--- src/rtl/cordic_engine.sv ---
// rtl/cordic_engine.sv - iterative CORDIC rotation engine fed by a registered atan(2^-i) ROM.
// Optional `CORDIC_GAIN_COMP_EN adds a SCALE state that removes the CORDIC gain from x/y.
module cordic_engine #(
  parameter int DW   = 16,
  parameter int ITER = 16,
  parameter int AW   = 4
) (
  input  logic                 clk,
  input  logic                 rst_b,
  input  logic                 start,
  input  logic signed [DW-1:0] x_in,
  input  logic signed [DW-1:0] y_in,
  input  logic signed [DW-1:0] z_in,
  output logic [AW-1:0]        rom_addr,
  input  logic signed [DW-1:0] rom_data,
  output logic                 busy,
  output logic                 done,
  output logic signed [DW+1:0] x_out,
  output logic signed [DW+1:0] y_out,
  output logic signed [DW-1:0] z_out
);

`ifdef CORDIC_GAIN_COMP_EN
  typedef enum logic [1:0] {S_IDLE, S_PREFETCH, S_ITER, S_SCALE} state_t;
`else
  typedef enum logic [1:0] {S_IDLE, S_PREFETCH, S_ITER} state_t;
`endif

  localparam logic [AW-1:0] LAST = AW'(ITER - 1);

  state_t state, state_nx;
  logic load, prefetch, step, finish, last;

  logic signed [DW+1:0] x_r, y_r, x_nx, y_nx, x_sh, y_sh;
  logic signed [DW-1:0] z_r, z_nx;
  logic [AW-1:0]        cnt, addr_nx;
  logic [AW:0]          addr_sum;
  logic                 d_pos;

  assign last = (cnt == LAST);

  always_ff @(posedge clk or negedge rst_b) begin
    if (!rst_b) state <= S_IDLE;
    else        state <= state_nx;
  end

  always_comb begin
    state_nx = state;
    load     = 1'b0;
    prefetch = 1'b0;
    step     = 1'b0;
    finish   = 1'b0;
    case (state)
      S_IDLE: begin
        if (start) begin
          load     = 1'b1;
          state_nx = S_PREFETCH;
        end
      end
      S_PREFETCH: begin
        prefetch = 1'b1;
        state_nx = S_ITER;
      end
      S_ITER: begin
        step = 1'b1;
        if (last) begin
`ifdef CORDIC_GAIN_COMP_EN
          state_nx = S_SCALE;
`else
          finish   = 1'b1;
          state_nx = S_IDLE;
`endif
        end
      end
`ifdef CORDIC_GAIN_COMP_EN
      S_SCALE: begin
        finish   = 1'b1;
        state_nx = S_IDLE;
      end
`endif
      default: state_nx = S_IDLE;
    endcase
  end

  // Micro-rotation; direction follows the sign of the remaining angle.
  always_comb begin
    d_pos = ~z_r[DW-1];
    x_sh  = x_r >>> cnt;
    y_sh  = y_r >>> cnt;
    x_nx  = d_pos ? (x_r - y_sh) : (x_r + y_sh);
    y_nx  = d_pos ? (y_r + x_sh) : (y_r - x_sh);
    z_nx  = d_pos ? (z_r - rom_data) : (z_r + rom_data);
  end

  // The ROM is addressed two steps ahead; stop at the top entry instead of wrapping.
  always_comb begin
    addr_sum = {1'b0, cnt} + (AW+1)'(2);
    addr_nx  = addr_sum[AW] ? {AW{1'b1}} : addr_sum[AW-1:0];
  end

`ifdef CORDIC_GAIN_COMP_EN
  localparam logic [DW:0] K_COEF = (DW+1)'($rtoi(0.6072529 * (2.0 ** DW) + 0.5));
  logic signed [2*DW+2:0] x_prod, y_prod;
  assign x_prod = $signed({{(DW+1){x_r[DW+1]}}, x_r}) * $signed({{(DW+2){1'b0}}, K_COEF});
  assign y_prod = $signed({{(DW+1){y_r[DW+1]}}, y_r}) * $signed({{(DW+2){1'b0}}, K_COEF});
`endif

  always_ff @(posedge clk or negedge rst_b) begin
    if (!rst_b) begin
      x_r      <= '0;
      y_r      <= '0;
      z_r      <= '0;
      cnt      <= '0;
      rom_addr <= '0;
      busy     <= 1'b0;
      done     <= 1'b0;
      x_out    <= '0;
      y_out    <= '0;
      z_out    <= '0;
    end else begin
      done <= finish;
      if (load) begin
        x_r      <= {{2{x_in[DW-1]}}, x_in};
        y_r      <= {{2{y_in[DW-1]}}, y_in};
        z_r      <= z_in;
        rom_addr <= '0;
        busy     <= 1'b1;
      end
      if (prefetch) begin
        rom_addr <= AW'(1);
        cnt      <= '0;
      end
      if (step) begin
        x_r      <= x_nx;
        y_r      <= y_nx;
        z_r      <= z_nx;
        cnt      <= cnt + 1'b1;
        rom_addr <= addr_nx;
      end
      if (finish) begin
        busy <= 1'b0;
`ifdef CORDIC_GAIN_COMP_EN
        x_out <= x_prod[2*DW+1:DW];
        y_out <= y_prod[2*DW+1:DW];
        z_out <= z_r;
`else
        x_out <= x_nx;
        y_out <= y_nx;
        z_out <= z_nx;
`endif
      end
    end
  end

endmodule

--- config.mk ---
export PLATFORM = sky130hd
export DESIGN_NAME = cordic_engine
export DESIGN_NICKNAME = d
export VERILOG_FILES = /design/src/rtl/cordic_engine.sv
export SDC_FILE = /design/constraint.sdc
export NUM_CORES = 1
export LEC_CHECK = 0
export CORE_AREA = 4 4 200 153
export CTS_BUF_LIST = sky130_fd_sc_hd__clkbuf_4 sky130_fd_sc_hd__clkbuf_8 sky130_fd_sc_hd__clkbuf_16
export DETAILED_ROUTE_END_ITERATION = 12
export DIE_AREA = 0 0 204 157
export SETUP_SLACK_MARGIN = 0.1
export SLEW_MARGIN = 10
export SYNTH_ARGS = -nofsm -noshare
export SYNTH_HDL_FRONTEND = slang
export SYNTH_SLANG_ARGS = --single-unit
--- constraint.sdc ---
create_clock -name clk -period 5.6 [get_ports clk]
set_clock_uncertainty 0.05 [all_clocks]
set_input_delay 1.12 -clock clk [delete_from_list [all_inputs] [get_ports clk]]
set_output_delay 1.12 -clock clk [all_outputs]
set_load 0.01 [all_outputs]
==> results of run 1 <==
## state kept, by name (all words and copies together) (netlist names)
name and count:
busy 1, cnt 4, done 1, rom_addr 4
state 2, x_out 18, x_r 18, y_out 18
y_r 18, z_out 16, z_r 16
## repair_timing
action                                  CTS  global route
hold buffers                              0             0
endpoints found under the setup margin    0             1
resized for setup                         0             1
## worst max-delay path: cells and delay by family (launching register included)
kind / cells / cell delay, ns
AOI/OAI and AO/OA: 7 / 2.13
xor gates and xnor gates: 1 / 0.19
adders and majority gates: 1 / 0.34
DFF: 1 / 0.55
muxes: 2 / 0.89
and+or+nand+nor: 3 / 0.81
## routing by layer
metal | up-vias | GRT usage (%) | wire length, um
li1 | 4396 | - | -
met1 | 4366 | 29.6 | 15800
met2 | 239 | 28.8 | 13300
met3 | 24 | 5.50 | 2270
met4 | 0 | 4.15 | 293
met5 | - | 0 | 0
## placed cells by master, fill, tap and decap left out, types with 10 or more instances in the layout
cell type	count
a211oi_1	53
buf_4	33
a21o_1	11
nor2_1	61
xnor2_1	54
nand3_1	22
dfrtp_1	115
o21ai_0	84
clkbuf_16	17
a21oi_1	107
nor3_1	14
inv_1	31
and2_1	16
xor2_1	35
nand2b_1	10
clkdlybuf4s50_1	123
mux2i_1	38
and3_1	48
mux2_2	12
nand2_1	122
ha_1	57
mux4_2	24
## stage by stage
step	util, %	hold slack, ns
after global routing	42.6	0.444
after detailed placement	40.5	0.419
final	42.6	0.423
after floorplan	-	0.464
after CTS	42.5	0.433
after global placement	40.5	0.413
## worst max path at each step
stage | cells after the start | startpoint | endpoint
2_1_floorplan | 15 | cnt[1]$_DFFE_PN0P_ | y_out[14]$_DFFE_PN0P_
3_3_place_gp | 13 | rom_data[0] | z_out[14]$_DFFE_PN0P_
3_5_place_dp | 13 | rom_data[0] | z_r[14]$_DFFE_PN0P_
4_1_cts | 16 | cnt[0]$_DFFE_PN0P_ | x_r[17]$_DFFE_PN0P_
5_1_grt | 16 | cnt[0]$_DFFE_PN0P_ | x_r[17]$_DFFE_PN0P_
6_report | 14 | cnt[1]$_DFFE_PN0P_ | y_out[16]$_DFFE_PN0P_
## kinds of logic (layout without fill, tap and decap cells)
kind of cell | after synthesis | count (layout) | share of synthesized area (%)
compound gates | 349 | 349 | 22.4
buf+inv | 102 | 220 | 4.44
flops | 116 | 116 | 29.2
mux | 82 | 82 | 11.7
fa+ha+maj | 61 | 61 | 7.91
simple gates | 335 | 335 | 16.5
xor+xnor | 89 | 89 | 7.84
## area by class of cell
class,instances,area [um^2],share of cell area [%]
multi-input combinational,916,6610,54.1
sequential,116,2900,23.8
timing repair buffer,157,1500,12.3
tap,392,490,4.01
clock buffer,21,462,3.78
clock inverter,10,133,1.09
inverter,32,120,0.983
==> key figures, run 1 <==
Floorplan
  – Placeable Area: 28700 um^2
  – Boundary Pins: 125
  – Total Die Area: 32000 um^2
  – Starting Density: 34.6%
  – Die width: 204 um
  – Num rows: 54
  – Die H: 157 um

STA
  – Fin crit period: 5.08 ns
  – Unrepaired setup endpoints after global routing: false
  – Fin. Hold Viols: 0
  – Fin crit share: 90.7%
  – Fmax achieved: 0.197 GHz
  – Setup violators final: 0
  – Setup TNS: 0 ns
  – Worst setup margin: 0.523 ns
  – Final slew viol count: 0
  – Slew margin rel.: 45.6%
  – Tightest Pin Transition: 0.814 ns

Critical path
  – Worst-path maximum fanout: 12
  – Worst reg2reg path depth: 14
  – Most frequent CP cell: a21oi_1
  – CP cell instances: mux4_2 > mux2_2 > or4b_4 > a221oi_4 > a21oi_1 > xor2_1 > ha_1 > o21a_1 > a2111oi_0 > o31ai_1 > a221o_1 > a21oi_1 > or4b_2 > nand3_1
  – Worst Setup Path Type: flop to flop
  – Setup crit end kind: flop
  – Worst reg2reg path startpoint: cnt[1]$_DFFE_PN0P_
  – R2R Setup Slk: 0.52 ns
  – Startpoint Class: flop
  – Crit-path slowest cell: mux4_2
  – CP required: 5.87 ns
  – Critical path's largest stage delay: 0.58 ns
  – Reg2reg end: y_out[16]$_DFFE_PN0P_
  – Crit path DAT: 5.34 ns

Routing
  – Total wire length: 31700 um
  – # DRC: 0
  – Final ANT Viol Nets: 0
  – Initial DRC Count: 726
  – Wire per inst: 19.3 um
  – Via/cell ratio: 5.49
  – DRT Pass-1 Iters: 6
  – Via count: 9025

Yosys
  – EDFF count, synth: 0
  – Top_reg_cell synth: dfrtp_1
  – Syn_nets: 1262
  – Cell variety after synth: 83
  – Yosys top cell area share: 29.2%
  – Synthesized area: 9940 um^2
  – Count leader, synth: nand2_1
  – Yosys warnings: 0
  – Asr flop ratio synth: 100%
  – Seq cells post-synth: 116
  – Synth Area per Inst: 8.76 um^2
  – Most frequent cells after synthesis: 122 x nand2_1, 116 x dfrtp_1, 107 x a21oi_1, 84 x o21ai_0, 61 x nor2_1
  – Synth top area cells: dfrtp_1 29%, ha_1 7.3%, mux4_2 5.4%, a21oi_1 5.4%, xnor2_1 4.8%
  – Post-Syn Instances: 1134
  – Register area share after synthesis: 29.2%
  – Leading area contributor after synthesis: dfrtp_1

Placement
  – Placement Setup Slack: 0.599 ns
  – Final RePlAce weighted congestion: 0.942
  – Post-DP HPWL: 23900 um
  – IO Port Bufs: 124
  – Placed Area: 11600 um^2
  – Placed insts: 1613

Clocking
  – CTS sink cnt: 116
  – CTS Buf Count: 17
  – Post-CTS Setup Bufs: 0
  – Htree depth: 4
  – CTS tree: yes
  – CTS max path bufs: 2
  – Clk slew on worst S/H paths: 0.06 ns
  – CTS Root Cell: clkbuf_16
  – Clk_lat worst skew: 0.44 ns

Hold path
  – Min-delay worst type: flop to flop
  – Worst Hold Depth: 2
  – Hold EP: y_out[15]$_DFFE_PN0P_
  – Min-delay src: y_out[15]$_DFFE_PN0P_

Layout
  – Fill count: 2814
  – Layout net count: 1368
  – Diodes inserted: 0
  – Layout cells sized above 1: 9.82%
  – Design area: 12200 um^2
  – Fin cells: 1644
  – Layout area overhead: 23.0%

Flow run
  – Max cap viols: 0

GRT
  – Vias in the first global route: 8762
  – GR Util All Layers: 19.9%
  – Initial antenna violation count: 0
  – Global-route wire length before repair: 50300 um
  – Largest net degree at the start of global routing: 75
  – Grt ovf: 0

Run status
  – Status: finished, final reports clean
Power of run 1 is left out: the tool's default activity adds up to more than one toggle a clock period on the data nets, which glitch-free logic cannot reach.
==> inputs of run 2 (changes only) <==
--- a/config.mk
+++ b/config.mk
@@ -5,10 +5,14 @@
 export SDC_FILE = /design/constraint.sdc
 export NUM_CORES = 1
 export LEC_CHECK = 0
+export CAP_MARGIN = 20
+export CELL_PAD_IN_SITES_DETAIL_PLACEMENT = 1
+export CELL_PAD_IN_SITES_GLOBAL_PLACEMENT = 2
 export CORE_AREA = 4 4 200 153
 export CTS_BUF_LIST = sky130_fd_sc_hd__clkbuf_4 sky130_fd_sc_hd__clkbuf_8 sky130_fd_sc_hd__clkbuf_16
 export DETAILED_ROUTE_END_ITERATION = 12
 export DIE_AREA = 0 0 204 157
+export PLACE_DENSITY_LB_ADDON = 0.1
 export SETUP_SLACK_MARGIN = 0.1
 export SLEW_MARGIN = 10
 export SYNTH_ARGS = -nofsm -noshare
==> constraint.sdc (replaced) <==
create_clock -name clk -period 6 [get_ports clk]
set_clock_uncertainty 0.05 [all_clocks]
set_input_delay 1.2 -clock clk [delete_from_list [all_inputs] [get_ports clk]]
set_output_delay 1.2 -clock clk [all_outputs]
set_load 0.01 [all_outputs]
==> run 2 against run 1 <==
Against the previous run:
- global-route usage is 3.0 points higher
- worst setup slack better by 0.14 ns
- sequential share of layout area is 0.076 points higher
- count of clock-buffer cells in the layout is 1 higher
- design area is 0.32% lower
- cell count is 0.12% lower
- critical path depth stayed put
- hold slack better by 0.0026 ns
- fmax is 4.8% lower
- register-to-register slack better by 0.14 ns
- utilization is 0.14 points lower
- non-clock buffer count is 2 lower
- highest routed layer unchanged
==> key figures, run 2 (same netlist as run 1, synthesis figures left out) <==
Floorplan
  – Total Die Area: 32000 um^2
  – Die H: 157 um
  – Die width: 204 um
  – Boundary Pins: 125
  – Placeable Area: 28700 um^2
  – Num rows: 54
  – Starting Density: 34.6%

Flow run
  – Max cap viols: 0

STA
  – Slew margin rel.: 32.6%
  – Final slew viol count: 0
  – Setup violators final: 0
  – Fin. Hold Viols: 0
  – Fmax achieved: 0.188 GHz
  – Setup TNS: 0 ns
  – Fin crit period: 5.33 ns
  – Fin crit share: 88.9%
  – Tightest Pin Transition: 1.01 ns
  – Unrepaired setup endpoints after global routing: false
  – Hold slack: 0.426 ns

Placement
  – Final RePlAce weighted congestion: 0.893
  – IO Port Bufs: 124
  – Post-DP HPWL: 27500 um

GRT
  – Global-route wire length before repair: 56900 um
  – Busiest grt layer: met1
  – M2 GR Usage: 33.0%
  – Grt ovf: 0
  – Met3 Usage GRT: 5.58%
  – Vias in the first global route: 9438
  – GRT met1 Usage: 34.9%
  – GR Util All Layers: 22.8%
  – Initial antenna violation count: 0
  – Largest net degree at the start of global routing: 103

Routing
  – Wire per inst: 22.1 um
  – Via/cell ratio: 5.54
  – Total wire length: 36300 um
  – # DRC: 0
  – DRT Pass-1 Iters: 4
  – Final ANT Viol Nets: 0
  – Via count: 9089
  – Initial DRC Count: 592

Layout
  – Layout net count: 1366
  – Layout Utilization: 42.4%
  – Most common cell after layout, fill and taps aside: clkdlybuf4s50_1
  – Layout area overhead: 22.6%
  – Diodes inserted: 0
  – Commonest cells after routing, fill and taps aside: 123 x clkdlybuf4s50_1, 121 x nand2_1, 115 x dfrtp_1, 107 x a21oi_1, 84 x o21ai_0
  – Layout cells sized above 1: 9.68%

Clocking
  – CTS Hold Bufs: 0
  – CTS max path bufs: 2
  – Post-CTS Setup Bufs: 0
  – CTS sink cnt: 116
  – Clk_lat worst skew: 0.43 ns
  – CTS tree: yes
  – Clk slew on worst S/H paths: 0.06 ns
  – CTS resizes: 0
  – CTS Root Cell: clkbuf_16
  – Htree depth: 4
  – CTS Buf Count: 17

Critical path
  – Crit path DAT: 5.54 ns
  – CP required: 6.21 ns
  – Startpoint Class: flop
  – Worst-path maximum fanout: 24
  – Worst Setup Path Type: flop to flop
  – Setup crit end kind: flop

Hold path
  – Min-delay worst type: flop to flop

Run status
  – Status: finished, final reports clean
## run 2: cell types whose count changed in the layout (fill, tap and decap cells not counted), sizes merged
cell / change
clkinv: -2
clkbuf: +1
bufinv: -1
clkinvlp: +2
buf: -2
## run 2: metal layers
| layer | routed length [um] | vias to the layer above | share of wire (%) |
|---|---|---|---|
| li1 | - | 4386 | - |
| met1 | 19100 | 4500 | 53 |
| met2 | 14900 | 186 | 41 |
| met3 | 1950 | 17 | 5.4 |
| met4 | 283 | 0 | 0.78 |
| met5 | 0 | - | 0 |
## run 2: cell type report
cell class / instances / area, um^2
Inverter: 32 / 120
Clock buffer: 22 / 482
Timing Repair Buffer: 155 / 1470
Tap cell: 392 / 490
Sequential cell: 116 / 2900
Multi-Input combinational cell: 916 / 6610
Clock inverter: 9 / 104
Fill cell: 3310 / 16500
## run 2: metrics by stage
step / cell area, um^2 / std cells / worst slack [ns]
2_1_floorplan: 9940 / 1134 / 1.51
3_3_place_gp: 11600 / 1611 / 0.766
3_5_place_dp: 11600 / 1611 / 0.637
6_report: 12200 / 1642 / 0.667
5_1_grt: 12200 / 1642 / 0.312
4_1_cts: 12200 / 1642 / 0.660
## run 2: final timing paths
kind                                          to  cells past startpoint            startpoint  slack (ns)
max reg2reg                y_out[14]$_DFFE_PN0P_                     14    cnt[1]$_DFFE_PN0P_        0.67
min                         x_out[5]$_DFFE_PN0P_                      2  x_out[5]$_DFFE_PN0P_        0.43
min reg2reg                 x_out[5]$_DFFE_PN0P_                      2  x_out[5]$_DFFE_PN0P_        0.43
max                        y_out[14]$_DFFE_PN0P_                     14    cnt[1]$_DFFE_PN0P_        0.67
min in group asynchronous  z_out[11]$_DFFE_PN0P_                      1                 rst_b        0.72
max in group asynchronous   x_out[3]$_DFFE_PN0P_                      2                 rst_b        4.13
## run 2: critical path, stage by stage (launching register included)
cell and delay, ns:
dfrtp_2 0.78, mux4_2 0.62, mux2_2 0.31, or4b_4 0.54, a221oi_4 0.33, a21oi_1 0.13, xor2_1 0.19, ha_1 0.35
o21a_1 0.14, a2111oi_0 0.58, o31ai_1 0.23, a221o_1 0.38, a31oi_1 0.21, xor2_1 0.21, o21ai_0 0.10
Power of run 2 is left out for the same reason.
